===== src/rtl/tmds_pkg.sv =====
// rtl/tmds_pkg.sv - shared constants, types and helpers for the TMDS channel encoder
package tmds_pkg;

    // Control-period tokens, indexed by {C1,C0}
    localparam logic [9:0] TMDS_CTL_00 = 10'h354;
    localparam logic [9:0] TMDS_CTL_01 = 10'h0AB;
    localparam logic [9:0] TMDS_CTL_10 = 10'h154;
    localparam logic [9:0] TMDS_CTL_11 = 10'h2AB;

    // S1 bundle: raw pixel plus its ones count
    typedef struct packed {
        logic [7:0] d;
        logic [3:0] n1d;
        logic       de;
        logic [1:0] c;
    } tmds_s1_t;

    // S2 bundle: transition-minimised word plus its ones count
    typedef struct packed {
        logic [8:0] q_m;
        logic [3:0] n1q;
        logic       de;
        logic [1:0] c;
    } tmds_s2_t;

    // Which DC-balance branch the S3 stage takes for a data word
    typedef enum logic [1:0] {
        BAL_A = 2'd0,
        BAL_B = 2'd1,
        BAL_C = 2'd2
    } tmds_bal_e;

    // Number of ones in an 8-bit word (0..8)
    function automatic logic [3:0] popcnt8(input logic [7:0] v);
        logic [3:0] n;
        n = 4'd0;
        for (int i = 0; i < 8; i++) begin
            n = n + {3'b000, v[i]};
        end
        return n;
    endfunction

    // Control token selected by {C1,C0}
    function automatic logic [9:0] ctl_token(input logic [1:0] c);
        logic [9:0] t;
        case (c)
            2'b00:   t = TMDS_CTL_00;
            2'b01:   t = TMDS_CTL_01;
            2'b10:   t = TMDS_CTL_10;
            default: t = TMDS_CTL_11;
        endcase
        return t;
    endfunction

endpackage


===== src/rtl/tmds_encoder_qm_stage.sv =====
// rtl/tmds_encoder_qm_stage.sv - combinational XOR/XNOR transition minimiser, D -> q_m[8:0]
module tmds_qm_stage
    import tmds_pkg::*;
(
    input  logic [7:0] d_i,
    input  logic [3:0] n1d_i,
    output logic [8:0] q_m_o
);

    logic use_xnor;

    // Chain each bit against the previous output bit; q_m[8]=1 marks the XOR chain
    function automatic logic [8:0] minimise(input logic [7:0] d, input logic xn);
        logic [8:0] q;
        q    = 9'd0;
        q[0] = d[0];
        for (int i = 1; i < 8; i++) begin
            q[i] = xn ? ~(q[i-1] ^ d[i]) : (q[i-1] ^ d[i]);
        end
        q[8] = ~xn;
        return q;
    endfunction

    // XNOR chain when the word is ones-heavy (ties broken by D[0]=0), else XOR chain
    always_comb begin
        use_xnor = (n1d_i > 4'd4) || ((n1d_i == 4'd4) && !d_i[0]);
        q_m_o    = minimise(d_i, use_xnor);
    end

endmodule


===== src/rtl/tmds_encoder.sv =====
// rtl/tmds_encoder.sv - three-stage TMDS 8b/10b channel encoder with running-disparity balance
module tmds_encoder
    import tmds_pkg::*;
#(
    parameter int CNT_W = 5
) (
    input  logic                    PCLK,
    input  logic                    RESET,
    input  logic                    DE,
    input  logic                    C0,
    input  logic                    C1,
    input  logic [7:0]              D,
    output logic [9:0]              Q,
    output logic signed [CNT_W-1:0] DISP
);

    localparam logic signed [CNT_W-1:0] EIGHT = CNT_W'(8);
    localparam logic signed [CNT_W-1:0] TWO   = CNT_W'(2);

    tmds_s1_t                s1_d, s1_q;
    tmds_s2_t                s2_d, s2_q;
    logic [8:0]              q_m;
    logic [9:0]              q_d, q_q;
    logic signed [CNT_W-1:0] cnt_d, cnt_q;

    logic signed [CNT_W-1:0] n1q_s, n0q_s, diff_s;
    logic                    cnt_pos, cnt_neg, cnt_zero;
    logic                    ones_heavy, zeros_heavy, balanced;
    tmds_bal_e               bal_case;

    // S1 input capture; pixel is zeroed outside the data period so junk on D never enters the pipe
    always_comb begin
        s1_d.d   = DE ? D : 8'd0;
        s1_d.n1d = popcnt8(DE ? D : 8'd0);
        s1_d.de  = DE;
        s1_d.c   = {C1, C0};
    end

    tmds_qm_stage u_qm (
        .d_i   (s1_q.d),
        .n1d_i (s1_q.n1d),
        .q_m_o (q_m)
    );

    // S2 bundle: minimised word plus its ones count, control travels alongside
    always_comb begin
        s2_d.q_m = q_m;
        s2_d.n1q = popcnt8(q_m[7:0]);
        s2_d.de  = s1_q.de;
        s2_d.c   = s1_q.c;
    end

    // Classify the S2 word against the running disparity
    always_comb begin
        n1q_s       = signed'({{(CNT_W-4){1'b0}}, s2_q.n1q});
        n0q_s       = EIGHT - n1q_s;
        diff_s      = n1q_s - n0q_s;
        cnt_zero    = (cnt_q == '0);
        cnt_neg     = cnt_q[CNT_W-1];
        cnt_pos     = !cnt_neg && !cnt_zero;
        balanced    = (s2_q.n1q == 4'd4);
        ones_heavy  = (s2_q.n1q > 4'd4);
        zeros_heavy = (s2_q.n1q < 4'd4);
        bal_case    = BAL_C;
        if (cnt_zero || balanced) begin
            bal_case = BAL_A;
        end else if ((cnt_pos && ones_heavy) || (cnt_neg && zeros_heavy)) begin
            bal_case = BAL_B;
        end
    end

    // S3 next symbol and disparity; a control word emits its token and clears the count
    always_comb begin
        q_d   = ctl_token(s2_q.c);
        cnt_d = '0;
        if (s2_q.de) begin
            case (bal_case)
                BAL_A: begin
                    q_d   = {~s2_q.q_m[8], s2_q.q_m[8],
                             s2_q.q_m[8] ? s2_q.q_m[7:0] : ~s2_q.q_m[7:0]};
                    cnt_d = s2_q.q_m[8] ? (cnt_q + diff_s) : (cnt_q - diff_s);
                end
                BAL_B: begin
                    q_d   = {1'b1, s2_q.q_m[8], ~s2_q.q_m[7:0]};
                    cnt_d = cnt_q - diff_s + (s2_q.q_m[8] ? TWO : '0);
                end
                default: begin
                    q_d   = {1'b0, s2_q.q_m[8], s2_q.q_m[7:0]};
                    cnt_d = cnt_q + diff_s - (s2_q.q_m[8] ? '0 : TWO);
                end
            endcase
        end
    end

    // Pipeline registers; reset leaves a control-00 word in flight and clears the output
    always_ff @(posedge PCLK or posedge RESET) begin
        if (RESET) begin
            s1_q  <= '0;
            s2_q  <= '0;
            q_q   <= '0;
            cnt_q <= '0;
        end else begin
            s1_q  <= s1_d;
            s2_q  <= s2_d;
            q_q   <= q_d;
            cnt_q <= cnt_d;
        end
    end

    assign Q    = q_q;
    assign DISP = cnt_q;

endmodule


===== config.mk =====
export PLATFORM = sky130hd
export DESIGN_NAME = tmds_encoder
export DESIGN_NICKNAME = d
export VERILOG_FILES = /design/src/rtl/tmds_pkg.sv /design/src/rtl/tmds_encoder_qm_stage.sv /design/src/rtl/tmds_encoder.sv
export SDC_FILE = /design/constraint.sdc
export NUM_CORES = 1
export LEC_CHECK = 0
export CAP_MARGIN = 5
export CORE_MARGIN = 4
export CORE_UTILIZATION = 45
export CTS_CLUSTER_DIAMETER = 60
export DETAILED_ROUTE_END_ITERATION = 10
export MAX_ROUTING_LAYER = met4
export PLACE_DENSITY_LB_ADDON = 0.08
export SYNTH_ARGS = -nofsm -noshare
export SYNTH_HDL_FRONTEND = slang
export SYNTH_HIERARCHICAL = 1
export SYNTH_SLANG_ARGS = --single-unit

===== constraint.sdc =====
create_clock -name PCLK -period 3.7 [get_ports PCLK]
set_clock_uncertainty 0.05 [all_clocks]
set_input_delay 0.74 -clock PCLK [delete_from_list [all_inputs] [get_ports PCLK]]
set_output_delay 0.74 -clock PCLK [all_outputs]
set_load 0.1 [all_outputs]

# Yosys cells after proc, flatten, opt, wreduce, memory -nomap -nowiden

Index checks and enable logic that the tools add are counted.

Add/sub/neg operators: 22
Order comparisons: 3
Eq/ne operators: 5
Muxes and demuxes: 19
Bitwise logic cells: 17
Reduce and logical (&&, ||, !) cells: 13

Operators by type and width:

| operator                                                                         | count |
|---|---|
| 4-bit by 1-bit adder with 4-bit output                                           | 8 |
| 10-bit case mux with 3 select lines                                              | 1 |
| 10-bit case mux with 2 select lines                                              | 1 |
| 8-bit two-way mux                                                                | 2 |
| 5-bit subtractor                                                                 | 3 |
| 5-bit adder                                                                      | 2 |
| 10-bit two-way mux                                                               | 1 |
| 5-bit two-way mux                                                                | 2 |
| 5-bit case mux with 2 select lines                                               | 1 |
| 1-bit inverter                                                                   | 9 |
| 3-bit by 1-bit adder with 4-bit output                                           | 2 |
| 4-bit by 3-bit equality test with 1-bit output (second input constant)           | 2 |
| 4-bit by 3-bit greater-than comparator with 1-bit output (second input constant) | 2 |
| 2-bit two-way mux                                                                | 4 |
| 8-bit inverter                                                                   | 1 |
| 1-bit two-way mux                                                                | 7 |
| 1-bit XOR                                                                        | 7 |
| 2-bit by 1-bit adder with 3-bit output                                           | 2 |
| 5-bit by 2-bit adder with 5-bit output                                           | 1 |
| 5-bit logical NOT                                                                | 1 |
| 4-bit by 4-bit subtractor with 5-bit output (first input constant)               | 1 |
| 5-bit by 2-bit subtractor with 5-bit output                                      | 1 |
| 1-bit by 1-bit adder with 2-bit output                                           | 2 |
| 2-bit by 1-bit equality test with 1-bit output (second input constant)           | 2 |
| 6 further kinds                                                                  | 14 |

Register bits after elaboration: 46
Bits of input ports: 13
Output and inout bits: 15

# Depth between registers and ports, before layout

Depth after elaboration: 23
Mapped depth: 12
Gate-level depth less buffers: 12

# By module

Netlist, hierarchy kept.

Modules (own cells, without submodules):

| module        | instances | cells an instance | area an instance (um^2) | seq. area each (um^2) |
|---|---|---|---|---|
| tmds_encoder  | 1         | 215               | 2507.4                  | 1151.1 |
| tmds_qm_stage | 1         | 19                | 217.7                   | 0.0 |

# Least setup slack after synthesis

Ideal clock, no wire load.

Path type: flip-flop to flip-flop
From: reg s1_q[7] in the netlist's numbering
To: reg s2_q, in the netlist n1q_s[2]
Setup time: 0.123 ns
Arrival time: 3.237 ns
Slack: 0.290 ns
Cell stages (with the launch flop): 13
Path buffers: 0
Period minus slack after synthesis: 3.410 ns
Cell sequence: dfrtp_1 > or3_1 > nand3_1 > xnor2_1 > inv_1 > fa_1 > fa_1 > fa_1 > inv_1 > ha_1 > inv_1 > fa_1 > xnor2_1

RTL lines:

| item                     | RTL line            | RTL |
|---|---|---|
| start: declaration       | tmds_encoder.sv:20  | `tmds_s1_t s1_d, s1_q;` |
| start signal: assignment | tmds_encoder.sv:98  | `s1_q <= '0;` |
| start signal: assignment | tmds_encoder.sv:103 | `s1_q <= s1_d;` |
| end signal: assignment   | tmds_encoder.sv:99  | `s2_q <= '0;` |
| end signal: assignment   | tmds_encoder.sv:104 | `s2_q <= s2_d;` |
| end: declaration         | tmds_encoder.sv:21  | `tmds_s2_t s2_d, s2_q;` |

==> flow_summary.yaml <==
worst_setup_path:
  critPathMaxFanout: 3
  cp.arrival_ns: 3.62
  slowest_stage: "fa_1"
  critPathCaptureType: "flip-flop"
  slowest_delay_ns: 0.51
  required_ns: 3.83
  crit_chain: "or3_1 -> nand3_1 -> xnor2_1 -> inv_1 -> fa_1 -> fa_1 -> fa_1 -> inv_1 -> ha_1 -> inv_1 -> fa_1 -> xnor2_1"
  critPathKind: "flip-flop to flip-flop"
  startpoint_type: "flip-flop"
  crit_path_frequent_cell: "fa_1"
yosys:
  async_reset_ff_share_pct: 100
  yosysSeqAreaShare_pct: 42.2
  synth_cells: 234
  synth_top_area_cell: "dfrtp_1"
  synth_warnings: 6
  postSynthAreaPerCell_um2: 11.6
  synth_edf_count: 0
  yosys_most_used_dff: "dfrtp_1"
  syn-num-nets: 285
  syn_area_um2: 2730
  ys_types: 42
  synth_top_area_share_pct: 42.2
  yosys-top-cells-count: "dfrtp_1, inv_1, ha_1"
  synth-seq-cells: 46
  synth.most_common_cell: "dfrtp_1"
  synth_area_leaders: "dfrtp_1, ha_1, fa_1"
sta:
  maxSlewViolCount: 0
  min_period_over_period_pct: 94.3
  slew_headroom_pct: 34.6
  worst_slew_pin_slew_ns: 0.977
  rsz0062_at_grt: "false"
  period_needed_ns: 3.49
  setup_viol: 0
  fmax_ghz: 0.287
  timing_hold_violations_final: 0
placed_design:
  place.gp.congestion: 0.792
  io_buffers: 27
  dp_hpwl_um: 3530
clocking:
  hold_buffers: 0
  cts_tree: "yes"
  worst_skew_pair.late_latency_ns: 0.29
  clkSinkCount: 46
  cts_buffer_depth: 2
  root_buffer: "clkbuf_8"
  htreeDepth: 2
  numCtsBuffers: 5
  clkTransAtPathRegs_ns: 0.08
run_status:
  outcome: "completed"
detailed_routing:
  drtPass1Iterations: 6
  routedWlPerCell_um: 13.0
  routed_wl_um: 4470
  antenna_left: 0
  via_count: 1599
  remaining_drc_errors: 0
  drt_iter0_drc: 76
  via_per_inst: 4.65
global_routing:
  grt_overflow: 0
  grt_max_degree: 47
  antenna_found_initial: 0
  grt_usage_pct: 13.7
  grt_pass1_wl_um: 7660
  first_global_vias: 1648
flow_run:
  cap_violations: 0
layout:
  antenna_cells: 0
  final_util_pct: 54.1
  drive_gt1_share_pct: 7.06
  area_growth_pct: 16.8
  nets: 320
floorplan:
  start_util_pct: 46.3
  core_area_um2: 5890
  num_io_pins: 28
  num_rows: 28
  die_width_um: 85.8
  die_h_um: 85.8
  die_area_um2: 7370
min_path:
  hp-class: "flip-flop to flip-flop"
==> timing repair <==
item                                    4_1_cts  5_1_grt
setup buffers                                 0        1
resized for setup                             0        1
endpoints found under the setup margin        0        2
==> per-stage QoR <==
step | cells | area, um2 | setup slack [ns] | hold slack, ns | TNS (ns)
after CTS | 343 | 3170 | 0.114 | 0.304 | 0
final | 344 | 3180 | 0.211 | 0.302 | 0
after global routing | 344 | 3180 | 0.0106 | 0.309 | 0
after detailed placement | 336 | 3090 | -0.198 | 0.285 | -0.391
after floorplan | 234 | 2730 | 0.290 | 0.281 | 0
after global placement | 336 | 3090 | -0.148 | 0.282 | -0.295
==> cells by family after synthesis <==
family	after synthesis	synth area share, %
flip-flops	46	42.2
AO/OA/AOI/OAI	35	8.63
XOR/XNOR	33	13.5
adder cells (fa/ha/maj)	38	21.0
AND/OR/NAND/NOR	31	6.47
multiplexers	3	1.29
buffers and inverters	48	6.79
==> layout by cell type, fill, tap and decap left out, types with 3 or more instances in the layout <==
cell / n
a21o_1: 3
a21oi_1: 12
and2_1: 7
buf_4: 5
clkbuf_8: 5
clkdlybuf4s50_1: 25
dfrtp_1: 46
fa_1: 13
ha_1: 25
inv_1: 44
nand2_1: 7
nor2_1: 3
nor2b_1: 3
o21ai_1: 6
xnor2_1: 16
xnor3_1: 3
xor2_1: 11
==> metal layers <==
metal  track usage (%)  vias to the layer above  share of wire [%]
met5                 -                        -                  0
met4              4.32                        0               0.96
met3              2.59                        5                3.3
met1              16.7                      753                 44
met2              23.2                       27                 51
li1                  -                      814                  -
==> area by class of cell <==
type / instances / area, um2
clock buffers: 6 / 72.6
inverters: 45 / 169
repair buffers: 31 / 300
clock inverters: 1 / 7.51
flip-flops and latches: 46 / 1150
well taps: 75 / 93.8
fillers: 528 / 2700
multi-input cells: 140 / 1390
==> flip-flops by register name, indices dropped and copies added, names as in the netlist <==
signal  count
s2_q       12
DISP        5
Q          10
n1q_s       4
s1_q       15
==> worst max-delay path, delay by kind of cell (launching register included) <==
kind,cells,cell delay [ns]
adder cells (fa/ha/maj),5,1.94
AND/OR/NAND/NOR,2,0.49
flip-flops,1,0.41
XOR/XNOR,2,0.30
buffers and inverters,3,0.21
==> path summary, 6_finish.rpt <==
path	startpoint	endpoint	slack (ns)	depth (start not counted)
min in group asynchronous	RESET	Q[0]	0.93	2
hold reg to reg	s1_q[0]	s2_q[0]	0.30	0
setup / recovery	s1_q[6]	n1q_s[2]	0.21	12
setup reg to reg	s1_q[6]	n1q_s[2]	0.21	12
max in group asynchronous	RESET	s1_q[4]	2.09	2
hold / removal	s1_q[0]	s2_q[0]	0.30	0
Power is left out: the tool's default activity adds up to more than one toggle a clock period on the data nets, which glitch-free logic cannot reach.
